==> src/rtl/vga_sync_gen.sv <==
// VGA timing generator: turns the divided pixel clock into a one-cycle tick and
// runs horizontal/vertical counters, producing registered sync, blanking,
// coordinates and a frame-start pulse.
// Optional macro VGA_TEST_PATTERN_EN: drives eight vertical colour bars on
// rgb_out. When it is undefined, rgb_out is tied to zero.
module vga_sync_gen #(
  parameter int unsigned H_DISPLAY   = 640,
  parameter int unsigned H_FRONT     = 16,
  parameter int unsigned H_SYNC      = 96,
  parameter int unsigned H_BACK      = 48,
  parameter int unsigned V_DISPLAY   = 480,
  parameter int unsigned V_FRONT     = 10,
  parameter int unsigned V_SYNC      = 2,
  parameter int unsigned V_BACK      = 33,
  parameter bit          SYNC_ACTIVE = 1'b0
) (
  input  logic        clk_in,
  input  logic        reset,
  input  logic        pix_clk_in,
  output logic        hsync,
  output logic        vsync,
  output logic        video_on,
  output logic [9:0]  pixel_x,
  output logic [9:0]  pixel_y,
  output logic        frame_start,
  output logic [11:0] rgb_out
);

  localparam int unsigned H_TOTAL = H_DISPLAY + H_FRONT + H_SYNC + H_BACK;
  localparam int unsigned V_TOTAL = V_DISPLAY + V_FRONT + V_SYNC + V_BACK;

  localparam logic [9:0] H_LAST   = 10'(H_TOTAL - 1);
  localparam logic [9:0] V_LAST   = 10'(V_TOTAL - 1);
  localparam logic [9:0] H_VIS    = 10'(H_DISPLAY);
  localparam logic [9:0] V_VIS    = 10'(V_DISPLAY);
  localparam logic [9:0] HS_START = 10'(H_DISPLAY + H_FRONT);
  localparam logic [9:0] HS_END   = 10'(H_DISPLAY + H_FRONT + H_SYNC - 1);
  localparam logic [9:0] VS_START = 10'(V_DISPLAY + V_FRONT);
  localparam logic [9:0] VS_END   = 10'(V_DISPLAY + V_FRONT + V_SYNC - 1);

  logic       pix_prev;
  logic       tick;
  logic       h_last;
  logic       v_last;
  logic       wrap;
  logic [9:0] x_d;
  logic [9:0] y_d;
  logic       hsync_d;
  logic       vsync_d;
  logic       video_on_d;

  assign tick = pix_clk_in & ~pix_prev;

  // Next-state counts and their decodes; outputs register these so every
  // output lines up with the coordinates shown in the same cycle.
  always_comb begin
    h_last = (pixel_x == H_LAST);
    v_last = (pixel_y == V_LAST);
    wrap   = h_last & v_last;
    x_d    = h_last ? 10'd0 : pixel_x + 10'd1;
    y_d    = pixel_y;
    if (h_last) begin
      y_d = v_last ? 10'd0 : pixel_y + 10'd1;
    end
    hsync_d    = ((x_d >= HS_START) && (x_d <= HS_END)) ? SYNC_ACTIVE : ~SYNC_ACTIVE;
    vsync_d    = ((y_d >= VS_START) && (y_d <= VS_END)) ? SYNC_ACTIVE : ~SYNC_ACTIVE;
    video_on_d = (x_d < H_VIS) && (y_d < V_VIS);
  end

  // Edge detector, counters and registered timing outputs.
  always_ff @(posedge clk_in) begin
    if (reset) begin
      pix_prev    <= 1'b0;
      pixel_x     <= 10'd0;
      pixel_y     <= 10'd0;
      hsync       <= ~SYNC_ACTIVE;
      vsync       <= ~SYNC_ACTIVE;
      video_on    <= 1'b1;
      frame_start <= 1'b0;
    end else begin
      pix_prev    <= pix_clk_in;
      // Pulse lasts one clk_in cycle even though other outputs hold per tick.
      frame_start <= tick & wrap;
      if (tick) begin
        pixel_x  <= x_d;
        pixel_y  <= y_d;
        hsync    <= hsync_d;
        vsync    <= vsync_d;
        video_on <= video_on_d;
      end
    end
  end

`ifdef VGA_TEST_PATTERN_EN
  localparam int unsigned BAR_W = H_DISPLAY / 8;

  logic [2:0]  bar_idx;
  logic [11:0] bar_rgb;
  logic [11:0] rgb_d;

  // Bar index via a comparator chain; descending loop leaves the lowest match.
  always_comb begin
    bar_idx = 3'd7;
    for (int k = 6; k >= 0; k--) begin
      if (x_d < 10'(BAR_W * (k + 1))) begin
        bar_idx = 3'(k);
      end
    end
    unique case (bar_idx)
      3'd0:    bar_rgb = 12'hFFF;
      3'd1:    bar_rgb = 12'hFF0;
      3'd2:    bar_rgb = 12'h0FF;
      3'd3:    bar_rgb = 12'h0F0;
      3'd4:    bar_rgb = 12'hF0F;
      3'd5:    bar_rgb = 12'hF00;
      3'd6:    bar_rgb = 12'h00F;
      default: bar_rgb = 12'h000;
    endcase
    rgb_d = video_on_d ? bar_rgb : 12'h000;
  end

  // Colour register, aligned with video_on.
  always_ff @(posedge clk_in) begin
    if (reset) begin
      rgb_out <= 12'h000;
    end else if (tick) begin
      rgb_out <= rgb_d;
    end
  end
`else
  assign rgb_out = 12'h000;
`endif

endmodule
==> config.mk <==
export PLATFORM = sky130hd
export DESIGN_NAME = vga_sync_gen
export DESIGN_NICKNAME = d
export VERILOG_FILES = /design/src/rtl/vga_sync_gen.sv
export SDC_FILE = /design/constraint.sdc
export NUM_CORES = 1
export LEC_CHECK = 0
export CORE_UTILIZATION = 45
export DETAILED_ROUTE_END_ITERATION = 10
export PLACE_DENSITY = 0.76
export SETUP_SLACK_MARGIN = 0.02
export SLEW_MARGIN = 20
export SYNTH_ARGS = -nofsm -noshare
export SYNTH_HDL_FRONTEND = slang
export SYNTH_SLANG_ARGS = --single-unit
==> constraint.sdc <==
create_clock -name clk_in -period 2.12 [get_ports clk_in]
set_clock_uncertainty 0.1 [all_clocks]
set_input_delay 0.424 -clock clk_in [delete_from_list [all_inputs] [get_ports clk_in]]
set_output_delay 0.424 -clock clk_in [all_outputs]
set_load 0.03 [all_outputs]
After elaboration in Yosys (flattened, before gate mapping) --
Cells that the tools add are included.
Operators by class: $add $sub $neg 2, order comparisons 6, equal/unequal tests 2, multiplexer cells 5, bitwise operators 4, reductions and logical operators 3
Operators with widths (number):
- 10-bit 2-to-1 mux | 3
- 10-bit by 1-bit adder with 10-bit output (second input constant) | 2
- 10-bit == test (second input constant) | 2
- 10-bit greater-or-equal comparator (second input constant) | 1
- 10-bit by 9-bit greater-or-equal comparator with 1-bit output (second input constant) | 1
- 10-bit <= comparator (second input constant) | 1
- 10-bit by 9-bit <= comparator with 1-bit output (second input constant) | 1
- 10-bit < comparator (second input constant) | 1
- 10-bit by 9-bit < comparator with 1-bit output (second input constant) | 1
- 1-bit AND | 3
- 1-bit logical AND | 3
- 1-bit 2-to-1 mux | 2
- 1-bit NOT | 1
Storage, ports and cells: flip-flop bits (word level) 25, bits of input ports 3, output and inout port bits 36, logic and storage cells 29

Logic depth before layout (Yosys ltp) --
word-level depth 6, mapped depth 7, depth with buffers taken out 7

Least setup slack after synthesis --
No wires, ideal clock.
kind reg-to-reg, from register pixel_x[1], to register video_on, arrival 2.216 ns, required time 1.924 ns, setup slack -0.292 ns, cell stages (with the launch flop) 7, path buffers 0, clock period less this slack 2.412 ns, cell sequence dfxtp_1 -> ha_1 -> nand4_1 -> or4_4 -> o211ai_1 -> a21oi_1 -> o41ai_2
On the way: longest elaborated chain between the ends 4, elaborated cells on any way between the ends 7, those cells by class add/sub (1); order compare (2); eq/ne (1); mux (2); reduce/logical (1)
Ends and longest elaborated chain:
- from (decl) | line 23 | output logic [9:0] pixel_x,
- from (signal assigned) | line 74 | pixel_x <= 10'd0;
- from (signal assigned) | line 85 | pixel_x <= x_d;
- 10-bit by 1-bit adder with 10-bit output / 10-bit == test (equally long branches) | line 60, 57
- 10-bit 2-to-1 mux (on tied branches) | line 60, 62
- 10-bit < comparator / 10-bit by 9-bit < comparator with 1-bit output (equally long branches) | line 67 | video_on_d = (x_d < H_VIS) && (y_d < V_VIS);
- 1-bit logical AND (*) | line 67
- to (signal assigned) | line 89 | video_on <= video_on_d;
- to (decl) | line 22 | output logic video_on,
Every way passes the cells marked *; elsewhere a longest branch is shown, timed or not. A chain may end at the register's enable or synchronous reset.

Worst setup path in the final report --
from register pixel_x[7], to register video_on
The elaborated chain is that of the path after synthesis.

==> results by group <==
Setup path
  • Slowest library cell on the worst path: or4_4
  • CP max stage delay: 0.53 ns
  • CP Buf/Inv Count: 0
  • CP top delay family: simple AND/OR/NAND/NOR gates
  • Worst Setup Start Kind: flip-flop
  • Crit-path cells: or3_4, or4_4, o211ai_1, a21oi_2, o41ai_2
  • Crit end category: flip-flop
  • CP arrival: 2.14 ns
  • Crit path max fanout: 5
  • Setup CP Type: flip-flop to flip-flop
  • Critical Path RT: 2.19 ns

Outcome
  • Status: complete, no violations

Timing
  • F_max: 483.1 MHz
  • Minimum period implied by the final worst setup slack: 2.070 ns
  • Slew Viols, Final: 0
  • RSZ-0062 raised after global routing: true
  • Hold Violations, Final: 0
  • Setup violations, final: 0
  • Fin crit share: 97.64%

Drt
  • Post-route DRC: 0
  • Via count: 1703
  • Vias per cell: 5.639
  • Post-route ant nets: 0
  • WL met2: 1.877 mm
  • First-pass iteration count of the detailed router: 4
  • Initial DRC count: 119
  • DR WL/cell: 13.43 um
  • Max layer used: met4
  • Wire length on met3: 221 um
  • WL met1: 1.899 mm
  • WL final: 4.056 mm

Clock network
  • Post-CTS Hold Fix Bufs: 0
  • Total CTS buffers: 3
  • Clk slew on worst S/H paths: 0.09 ns
  • Worst skew pair latency: 0.27 ns
  • Clk sink count: 25
  • H-tree Lvls: 1
  • Longest Clk Path Bufs: 2
  • Root Driver: clkbuf_8
  • CTS tree: yes

Power and ir drop
  • PD cells: 438.1 nW/um^2
  • Peak supply drop: 0.0002225 V
  • Pleak: 0.7347 nW

Synthesis
  • Synth Cell Area: 1678 um^2
  • Mapped Cells: 219
  • Cell variety after synth: 49
  • Synth warn: 0
  • Sequential share of the synthesized area: 29.83%
  • Top_reg_cell synth: dfxtp_1
  • Avg Synthesized Cell Area: 7.661 um^2
  • Ys async rst share: 0%
  • Number of synthesized flops with an enable pin: 0
  • Number of synthesized register bits: 25

GRT
  • Largest net degree at the start of global routing: 16
  • Vias in the first global route: 1435
  • Initial antenna violation count: 0
  • Remaining Overflow, GRT: 0
  • GRT Resource Usage Total: 21.18%
  • First-pass GRT wire length: 6.824 mm

Die
  • Initial Util: 48.75%
  • Die ar.: 3977 um^2
  • Die Width: 63.06 um
  • Top Ports: 39
  • Row count: 21
  • Core ar.: 3442 um^2
  • Die H: 63.06 um

Cells and area
  • Fin cells: 302
  • Most frequent cells in the layout: 26 x clkdlybuf4s50_1, 24 x nor2_1, 21 x buf_4, 16 x a21oi_1, 16 x dfxtp_1
  • Nets: 264
  • Synthesis-to-layout area growth: 27.67%
  • Inserted Diodes: 0
  • Layout cells sized above 1: 18.75%
  • Most common cell after layout, fill and taps aside: clkdlybuf4s50_1
  • Fin util: 62.23%

Job
  • Max Cap Viol: 0

Placed design
  • Port Buffers: 26
  • RD Place Congestion: 0.8763
  • Placed cells: 297
  • Detailed placer's ending HPWL: 2.975 mm

Min path
  • Hold WC Path Type: flip-flop to flip-flop
## report_power, final
group | switching (mW) | internal, mW | leakage [nW]
clock network | 0.148 | 0.135 | 0.0228
registers | 0.00922 | 0.478 | 0.209
logic | 0.107 | 0.0618 | 0.503
total | 0.264 | 0.674 | 0.735
## per-stage QoR
step                worst slack [ns]  hold WS [ns]  cell area, um^2  setup TNS (ns)  power, mW
floorplan                    0.02073        0.4318             1754               0     0.6231
global placement             0.07976        0.3667             2067               0     0.6600
detailed placement           0.01841        0.3855             2067               0     0.6623
CTS                          0.02674        0.4170             2113               0     0.9363
global route                -0.03618        0.4340             2142        -0.03618     0.9888
finish                       0.05013        0.4036             2142               0     0.9385
## worst min-delay path, cell delays in order (launching register included)
cell and delay (ns):
dfxtp_1 0.35, a21oi_1 0.08, o41ai_2 0.05
## synth_stat cells (3+ instances only)
cell type	instances	share of area, %
a211oi_1	3	1.3
a21bo_2	3	1.8
a21oi_1	17	5.1
a31oi_1	4	1.5
buf_4	12	5.4
clkbuf_1	11	2.5
dfxtp_1	25	30
ha_1	4	3.0
inv_1	7	1.6
nand2_1	11	2.5
nand2b_1	3	1.1
nand3_1	11	3.3
nand4_1	6	2.2
nor2_1	24	5.4
nor2b_1	3	1.1
nor3_1	16	4.8
nor4_1	3	1.1
o21ai_0	5	1.5
or2_2	3	1.1
or3_1	4	1.5
xnor2_1	7	3.7
## layer usage
layer / global-route usage [%] / up-vias
li1: - / 841
met1: 30.81 / 785
met2: 32.39 / 71
met3: 1.087 / 6
met4: 8.430 / 0
met5: 0 / -
## path summary, 6_finish.rpt
check,startpoint,end,slack (ns),depth (start not counted)
setup / recovery,pixel_x[7]$_SDFFE_PP0P_,video_on$_SDFFE_PP1P_,0.05,5
hold / removal,video_on$_SDFFE_PP1P_,video_on$_SDFFE_PP1P_,0.40,2
setup reg to reg,pixel_x[7]$_SDFFE_PP0P_,video_on$_SDFFE_PP1P_,0.05,5
hold reg to reg,video_on$_SDFFE_PP1P_,video_on$_SDFFE_PP1P_,0.40,2
## flip-flops by register name (all words and copies together) (netlist names)
name and flops:
frame_start 1, hsync 1, pix_prev 1, pixel_x 10
pixel_y 10, video_on 1, vsync 1
## area by class of cell
| cell class | count | area [um^2] |
|---|---|---|
| sequential | 25 | 521.8 |
| clock buffer | 4 | 45.04 |
| fill | 318 | 1300 |
| timing repair buffer | 47 | 417.9 |
| multi-input combinational | 173 | 1074 |
| tap | 46 | 57.56 |
| inverter | 7 | 26.28 |
## timing repair
action | 4_1_cts | 5_1_grt
hold endpoints to repair | 0 | 0
setup endpoints to repair | 1 | 3
setup buffers | 0 | 1
pin swaps | 0 | 3
resized for setup | 1 | 3
## cell families (layout without fill, tap and decap cells)
logic type	Yosys count	in the layout	share of synthesized area (%)
flip-flops	25	25	29.83
XOR/XNOR	8	8	4.176
multiplexers	1	1	0.5966
AO/OA/AOI/OAI	49	49	20.58
other	1	12	0.2235
adder cells (fa/ha/maj)	4	4	2.983
AND/OR/NAND/NOR	99	99	31.25
buffers and inverters	32	58	10.37
Power figures use the tool's default switching activity.
